## src/rtl/debug_halt_ctrl.sv

```systemverilog
// Debug halt sequencer: drains the pipeline, holds the core halted, and
// forwards PC-override, GPR-write and single-step requests to the control unit.
module debug_halt_ctrl #(
  parameter int DRAIN_TIMEOUT = 64,
  parameter int ADDR_WIDTH    = 64,
  parameter int XLEN          = 64
) (
  input  logic                  clk_i,
  input  logic                  rstn_i,
  input  logic                  halt_req_i,
  input  logic                  resume_req_i,
  input  logic                  step_req_i,
  input  logic                  change_pc_req_i,
  input  logic [ADDR_WIDTH-1:0] change_pc_addr_i,
  input  logic                  reg_wr_req_i,
  input  logic [4:0]            reg_wr_addr_i,
  input  logic [XLEN-1:0]       reg_wr_data_i,
  input  logic                  pipeline_empty_i,
  input  logic                  fetch_fire_i,
  input  logic                  commit_valid_i,
  output logic                  fetch_stall_o,
  output logic                  debug_halt_o,
  output logic                  debug_change_pc_o,
  output logic [ADDR_WIDTH-1:0] debug_pc_o,
  output logic                  debug_wr_valid_o,
  output logic [4:0]            debug_wr_addr_o,
  output logic [XLEN-1:0]       debug_wr_data_o,
  output logic                  req_ack_o,
  output logic                  halted_o,
  output logic                  drain_err_o
);

  localparam int CNT_W_MIN = $clog2(DRAIN_TIMEOUT) + 1;
  localparam int CNT_W     = (CNT_W_MIN > 7) ? CNT_W_MIN : 7;
  localparam logic [CNT_W-1:0] CNT_LAST = CNT_W'(DRAIN_TIMEOUT - 1);

  typedef enum logic [1:0] {RUNNING, DRAINING, HALTED, STEPPING} state_e;

  state_e                state_q, state_d;
  logic [CNT_W-1:0]      cnt_q, cnt_d;
  logic                  step_fetched_q, step_fetched_d;
  logic                  drain_err_q, drain_err_d;
  logic                  change_pc_q, change_pc_d;
  logic                  wr_valid_q, wr_valid_d;
  logic [ADDR_WIDTH-1:0] pc_q, pc_d;
  logic [4:0]            wr_addr_q, wr_addr_d;
  logic [XLEN-1:0]       wr_data_q, wr_data_d;

  logic timeout;
  logic acc_change_pc, acc_reg_wr, acc_step, acc_resume;

  assign timeout = (cnt_q == CNT_LAST);

  // Fixed priority: change_pc > reg_wr > step > resume, only while halted.
  always_comb begin
    // NOTE: every output of a combinational block gets a default first so no
    // path leaves it unassigned and a latch is never inferred.
    acc_change_pc = 1'b0;
    acc_reg_wr    = 1'b0;
    acc_step      = 1'b0;
    acc_resume    = 1'b0;
    if (state_q == HALTED) begin
      acc_change_pc = change_pc_req_i;
      acc_reg_wr    = reg_wr_req_i & ~change_pc_req_i;
      acc_step      = step_req_i & ~change_pc_req_i & ~reg_wr_req_i;
      acc_resume    = resume_req_i & ~change_pc_req_i & ~reg_wr_req_i & ~step_req_i;
    end
  end

  always_comb begin
    state_d        = state_q;
    cnt_d          = '0;
    step_fetched_d = 1'b0;
    drain_err_d    = drain_err_q;
    change_pc_d    = acc_change_pc;
    wr_valid_d     = acc_reg_wr & (reg_wr_addr_i != 5'd0);
    pc_d           = acc_change_pc ? change_pc_addr_i : pc_q;
    wr_addr_d      = acc_reg_wr ? reg_wr_addr_i : wr_addr_q;
    wr_data_d      = acc_reg_wr ? reg_wr_data_i : wr_data_q;

    case (state_q)
      RUNNING: begin
        if (halt_req_i) state_d = DRAINING;
      end
      DRAINING: begin
        if (pipeline_empty_i) begin
          state_d = HALTED;
        end else if (timeout) begin
          state_d     = HALTED;
          drain_err_d = 1'b1;
        end else begin
          cnt_d = cnt_q + 1'b1;
        end
      end
      HALTED: begin
        if (acc_step) begin
          state_d = STEPPING;
        end else if (acc_resume) begin
          state_d     = RUNNING;
          drain_err_d = 1'b0;
        end
      end
      STEPPING: begin
        step_fetched_d = step_fetched_q | fetch_fire_i;
        // A commit in the timeout cycle wins, so no error is flagged then.
        if (commit_valid_i) begin
          state_d = DRAINING;
        end else if (timeout) begin
          state_d     = DRAINING;
          drain_err_d = 1'b1;
        end else begin
          cnt_d = cnt_q + 1'b1;
        end
      end
      default: state_d = RUNNING;
    endcase
  end

  always_ff @(posedge clk_i) begin
    // NOTE: sequential state uses non-blocking assignments so every flop
    // samples the pre-edge values regardless of statement order.
    if (!rstn_i) begin
      state_q        <= RUNNING;
      cnt_q          <= '0;
      step_fetched_q <= 1'b0;
      drain_err_q    <= 1'b0;
      change_pc_q    <= 1'b0;
      wr_valid_q     <= 1'b0;
      pc_q           <= '0;
      wr_addr_q      <= '0;
      wr_data_q      <= '0;
    end else begin
      state_q        <= state_d;
      cnt_q          <= cnt_d;
      step_fetched_q <= step_fetched_d;
      drain_err_q    <= drain_err_d;
      change_pc_q    <= change_pc_d;
      wr_valid_q     <= wr_valid_d;
      pc_q           <= pc_d;
      wr_addr_q      <= wr_addr_d;
      wr_data_q      <= wr_data_d;
    end
  end

  assign fetch_stall_o     = (state_q == DRAINING) || (state_q == HALTED) ||
                             ((state_q == STEPPING) && step_fetched_q);
  assign debug_halt_o      = (state_q == HALTED);
  assign halted_o          = (state_q == HALTED);
  assign req_ack_o         = acc_change_pc | acc_reg_wr | acc_step | acc_resume;
  assign debug_change_pc_o = change_pc_q;
  assign debug_pc_o        = pc_q;
  assign debug_wr_valid_o  = wr_valid_q;
  assign debug_wr_addr_o   = wr_addr_q;
  assign debug_wr_data_o   = wr_data_q;
  assign drain_err_o       = drain_err_q;

endmodule

```

## config.mk

```make
export PLATFORM = sky130hd
export DESIGN_NAME = debug_halt_ctrl
export DESIGN_NICKNAME = d
export VERILOG_FILES = /design/src/rtl/debug_halt_ctrl.sv
export SDC_FILE = /design/constraint.sdc
export NUM_CORES = 1
export LEC_CHECK = 0
export CAP_MARGIN = 40
export CORE_MARGIN = 8
export CORE_UTILIZATION = 30
export DETAILED_ROUTE_END_ITERATION = 12
export GPL_ROUTABILITY_DRIVEN = 0
export PLACE_DENSITY_LB_ADDON = 0.25
export SYNTH_ARGS = -nofsm -noshare
export SYNTH_HDL_FRONTEND = slang
export SYNTH_SLANG_ARGS = --single-unit
```

## constraint.sdc

```tcl
create_clock -name clk_i -period 1.82 [get_ports clk_i]
set_input_delay 0.364 -clock clk_i [delete_from_list [all_inputs] [get_ports clk_i]]
set_output_delay 0.364 -clock clk_i [all_outputs]
set_load 0.01 [all_outputs]
```

== After elaboration in Yosys (flattened, before gate mapping) ==
Index checks and enable logic that the tools add are counted.
Widths: inputs -> output; s select.

* Logic and storage cells: 67
* Bits of input ports: 143
* Flip-flop bits (word level): 146
* Output and inout bits: 140

* Bitwise logic cells: 14
* Reduce and logical (&&, ||, !) cells: 9
* Multiplexer cells: 22
* Eq/ne operators: 12
* Add/sub/neg operators: 1

{| class="wikitable"
|+ Operator list
! operator !! number
|-
| $mux 7 || 3
|-
| $mux 2 || 7
|-
| $pmux 7 s2 || 1
|-
| $mux 1 || 9
|-
| $ne 2x2->1 const B || 4
|-
| $pmux 2 s4 || 1
|-
| $add 7x1->7 const B || 1
|-
| $and 1x1->1 || 7
|-
| $eq 7x6->1 const B || 1
|-
| $ne 3x3->1 const B || 2
|-
| $reduce_and 5->1 || 1
|-
| $reduce_bool 5->1 || 1
|-
| $eq 2x2->1 const B || 2
|-
| $or 1x1->1 || 4
|-
| $reduce_and 4->1 || 1
|-
| $ne 3x1->1 const B || 1
|-
| $not 1->1 || 3
|-
| $pmux 1 s3 || 1
|-
| $reduce_bool 3->1 || 1
|-
| $eq 2x1->1 const B || 1
|-
| $logic_not 2->1 || 1
|-
| $logic_or 1x1->1 || 2
|-
| $ne 2x1->1 const B || 1
|-
| $reduce_and 2->1 || 1
|-
| $logic_and 1x1->1 || 1
|}

== Depth between registers and ports, before layout ==
* Depth in word-level cells: 8
* Gate-level depth with buffers: 10
* Mapped depth without buffers: 6

== Worst setup path after synthesis ==
OpenSTA, ideal clock, no wires.

* Kind: register -> register
* Start point: register state_q[0]
* End point: register wr_addr_q[0] (netlist: debug_wr_addr_o[0])
* Stages on the path, launching flop included: 11
* Slack: 0.089 ns
* Required time: 1.750 ns
* Buffers on the path: 4
* Setup time: 0.070 ns
* Arrival: 1.661 ns
* Clock period less this slack: 1.731 ns
* Cell sequence: dfxtp_1 inv_1 ha_1 buf_2 nand2_1 or2_1 clkbuf_1 buf_2 buf_4 nand2_1 a21boi_1

* Longest elaborated chain between the ends: 2

{| class="wikitable"
|+ RTL lines
! what !! RTL line !! text
|-
| from (decl) || 39 || <nowiki>state_e state_q, state_d;</nowiki>
|-
| from (signal assigned) || 133 || <nowiki>state_q <= state_d;</nowiki>
|-
| $eq 2x2->1 || n/a ||
|-
| via debug_halt_o || 22 || <nowiki>output logic debug_halt_o,</nowiki>
|-
| $mux 1 || 62 || <nowiki>if (state_q == HALTED) begin</nowiki>
|-
| to (signal assigned) || 140 || <nowiki>wr_addr_q <= wr_addr_d;</nowiki>
|-
| to (decl) || 46 || <nowiki>logic [4:0] wr_addr_q, wr_addr_d;</nowiki>
|}

The timed path passes the listed nets, and every way through them passes these cells.
A chain may end at the register's enable or synchronous reset.

== Final worst setup path ==
* Start point: input port step_req_i
* End point: output port req_ack_o

* Longest elaborated chain between the ends: 5
* Elaborated cells on any way between the ends: 8
* Classes of those cells: mux: 2; bitwise: 6

{| class="wikitable"
|+ RTL lines
! what !! RTL line !! text
|-
| from (decl) || 12 || <nowiki>input logic step_req_i,</nowiki>
|-
| $and 1x1->1 (2 in a row) || 65 || <nowiki>acc_step = step_req_i & ~change_pc_req_i & ~reg_wr_req_i;</nowiki>
|-
| $mux 1 || 62 ||
|-
| $or 1x1->1 || 149 || <nowiki>assign req_ack_o = acc_change_pc | acc_reg_wr | acc_step | acc_resume;</nowiki>
|-
| $or 1x1->1 (*) || 149 ||
|-
| to (decl) || 28 || <nowiki>output logic req_ack_o,</nowiki>
|}

Mark *: on every way between the ends. The rest lies on a longest branch, timed or not.

==> impl_metrics.tcl <==
set metrics [dict create \
    ir_drop_mv 0.5860 \
    critPathArrivalTime_ps 1420 \
    place_ws_ps -379.8 \
    drtIter0Drc 192 \
    tritoncts "built" \
    synth_area_leaders "dfxtp_1 (53%), nand2_1 (19%), a21boi_0 (9.9%)" \
    antenna_cells 0 \
    path_class "in -> out" \
    critical_path.max_fanout 2 \
    wl_per_cell_um 15.45 \
    setup_viol 0 \
    clock-root-buffer "clkbuf_16" \
    synth_nets 800 \
    dp_hpwl_um 13510 \
    drtPass1Iterations 4 \
    die_w_um 151.8 \
    drive_gt1_share_pct 8.211 \
    die-area_mm2 0.02303 \
    vias 5223 \
    max_stage_delay_ps 420 \
    cp-start-kind "input pin" \
    die_y_um 151.8 \
    ys_top_cells_by_count "nand2_1 (277), dfxtp_1 (146), a21boi_0 (73)" \
    area_growth_pct 70.74 \
    clock_sinks 146 \
    setup_ws_ps 35.93 \
    nets 1085 \
    core_area_mm2 0.01802 \
    synth_top_area_share_pct 52.86 \
    worstPathRequired_ps 1460 \
    use_met2_pct 25.55 \
    clk_latency_ps 410 \
    netlist_area_mm2 0.005529 \
    setup_tns_ps 0 \
    cts_max_path_buffers 2 \
    antenna_found_initial 0 \
    hold_violations 0 \
    syn_inst 652 \
    synthArstFlopShare_pct 0 \
    routed_wl_um 18210 \
    status "completed" \
    io_buffers 282 \
    final_cell_count_no_fill 1179 \
    grt_max_degree 72 \
    place_area_mm2 0.008816 \
    yosysTopAreaCell "dfxtp_1" \
    ios 283 \
    use_met1_pct 17.33 \
    drc 0 \
    fin_area_mm2 0.009440 \
    ys_ff_latch 146 \
    grt_pass1_vias 5181 \
    drv_cap 0 \
    grt_pass1_wl_um 27700 \
    critical-path-slowest-cell "clkdlybuf4s50_1" \
    min_period_ps 1784 \
    clk_pin_slew_worst_paths_ps 60 \
    pwr_density_cell_mw_per_mm2 838.3 \
    max_freq_mhz 560.5 \
    placed_cells 1146 \
    ys_warn_count 0 \
    drv_slew 0 \
    path_delay_family "buffers and inverters" \
    overflow 0 \
    crit_path_cell_trace "clkdlybuf4s50_1 -> o41a_1 -> clkdlybuf4s15_2" \
    core.rowCount 49 \
    path_buf_inv 2 \
    grtUsageTotal_pct 15.33 \
    worst_slew_pin_slew_ps 444.1 \
    cts_made_buffers 17 \
    p_leak_uw 0.003312 \
    hp-class "in -> reg" \
    whs_ps 420.6 \
    timing.slew.headroom_pct 70.39 \
    cts_max_level 4 \
    ys_seq_area_share_pct 52.86 \
    yosysUniqueCellTypes 31 \
    skew_ps 5.937 \
    synth_edf_count 0 \
    fin_crit_sh_pct 98.03 \
    floorplan.initialDensity_pct 30.67 \
    final_antenna_net_count 0 \
    grt-busiest-layer "met2" \
    avgSynthCellArea_um2 8.480 \
    crit_path_end_kind "output port" \
    grtUsageMet3_pct 6.356 \
    synth_ff_type "dfxtp_1" \
    viasPerCell 4.430 \
    yosysMostFrequentCell "nand2_1" \
]
layout make-up:
| cell class | count | area (um^2) |
|---|---|---|
| Fill cell | 1725 | 8584 |
| Clock inverter | 13 | 158.9 |
| Inverter | 4 | 15.01 |
| Timing Repair Buffer | 312 | 3181 |
| Clock buffer | 19 | 432.9 |
| Multi-Input combinational cell | 456 | 2441 |
| Tap cell | 229 | 286.5 |
| Sequential cell | 146 | 2925 |
where the power goes:
part           leakage (uW)  switching [uW]  internal, uW
clock network      0.000284            1380          2160
logic               0.00185             421           632
registers           0.00118            40.8          3280
metrics by stage:
stage | utilization [%] | total power [uW]
after floorplan | - | 3774
after global placement | 48.91 | 4433
after detailed placement | 48.91 | 4439
after CTS | 52.29 | 8043
after global routing | 52.37 | 8292
final | 52.37 | 7914
per-layer routing:
metal | vias up | wire (um) | part of all wire [%]
li1 | 2681 | - | -
met1 | 2355 | 7382 | 41
met2 | 170 | 8738 | 48
met3 | 17 | 1840 | 10
met4 | 0 | 248 | 1.4
met5 | - | 0 | 0
kinds of logic (layout without fill, tap and decap cells):
group / after synthesis / after routing / share of synthesized area [%]
muxes: 2 / 2 / 0.3621
adders and majority gates: 5 / 5 / 1.131
and+or+nand+nor: 302 / 302 / 21.52
DFF: 146 / 146 / 52.86
buffers and inverters: 50 / 348 / 3.869
AOI/OAI and AO/OA: 143 / 143 / 19.62
xor gates and xnor gates: 4 / 4 / 0.6337
worst paths after layout:
kind / from / end / slack, ps / cells past startpoint
min reg2reg: cnt_q[0]$_SDFF_PN0_ / cnt_q[0]$_SDFF_PN0_ / 450 / 1
min: rstn_i / cnt_q[2]$_SDFF_PN0_ / 420 / 3
max reg2reg: state_q[1]$_SDFFE_PN0P_ / debug_wr_data_o[18]$_SDFFE_PN0P_ / 150 / 10
max: step_req_i / req_ack_o / 40 / 3
cells in the final DEF, fill, tap and decap left out, types with 4 or more instances in the layout:
| master | synthesis | routed |
|---|---|---|
| nand2_1 | 277 | 276 |
| clkdlybuf4s50_1 | 0 | 276 |
| dfxtp_1 | 146 | 144 |
| a21boi_0 | 73 | 73 |
| a21boi_1 | 61 | 61 |
| buf_4 | 2 | 19 |
| clkbuf_16 | 0 | 17 |
| buf_12 | 0 | 12 |
| nor2_1 | 7 | 6 |
| clkinv_2 | 0 | 4 |
registers in the layout, indices dropped and copies added, names as in the netlist:
register	count
debug_wr_valid_o	1
debug_change_pc_o	1
drain_err_o	1
cnt_q	7
debug_wr_data_o	64
state_q	2
debug_wr_addr_o	5
step_fetched_q	1
debug_pc_o	64
timing repair:
item | CTS | global route
pin swaps | 1 | 0
hold buffers | 0 | 0
gates resized for setup | 19 | 5
setup buffers | 1 | 0
endpoints found under the setup margin | 4 | 8
worst min-delay path, stage by stage:
cell,delay [ps]
buf_4,140
a21boi_1,150
and2_1,130
Note: power is estimated with default switching activity, not from simulation.
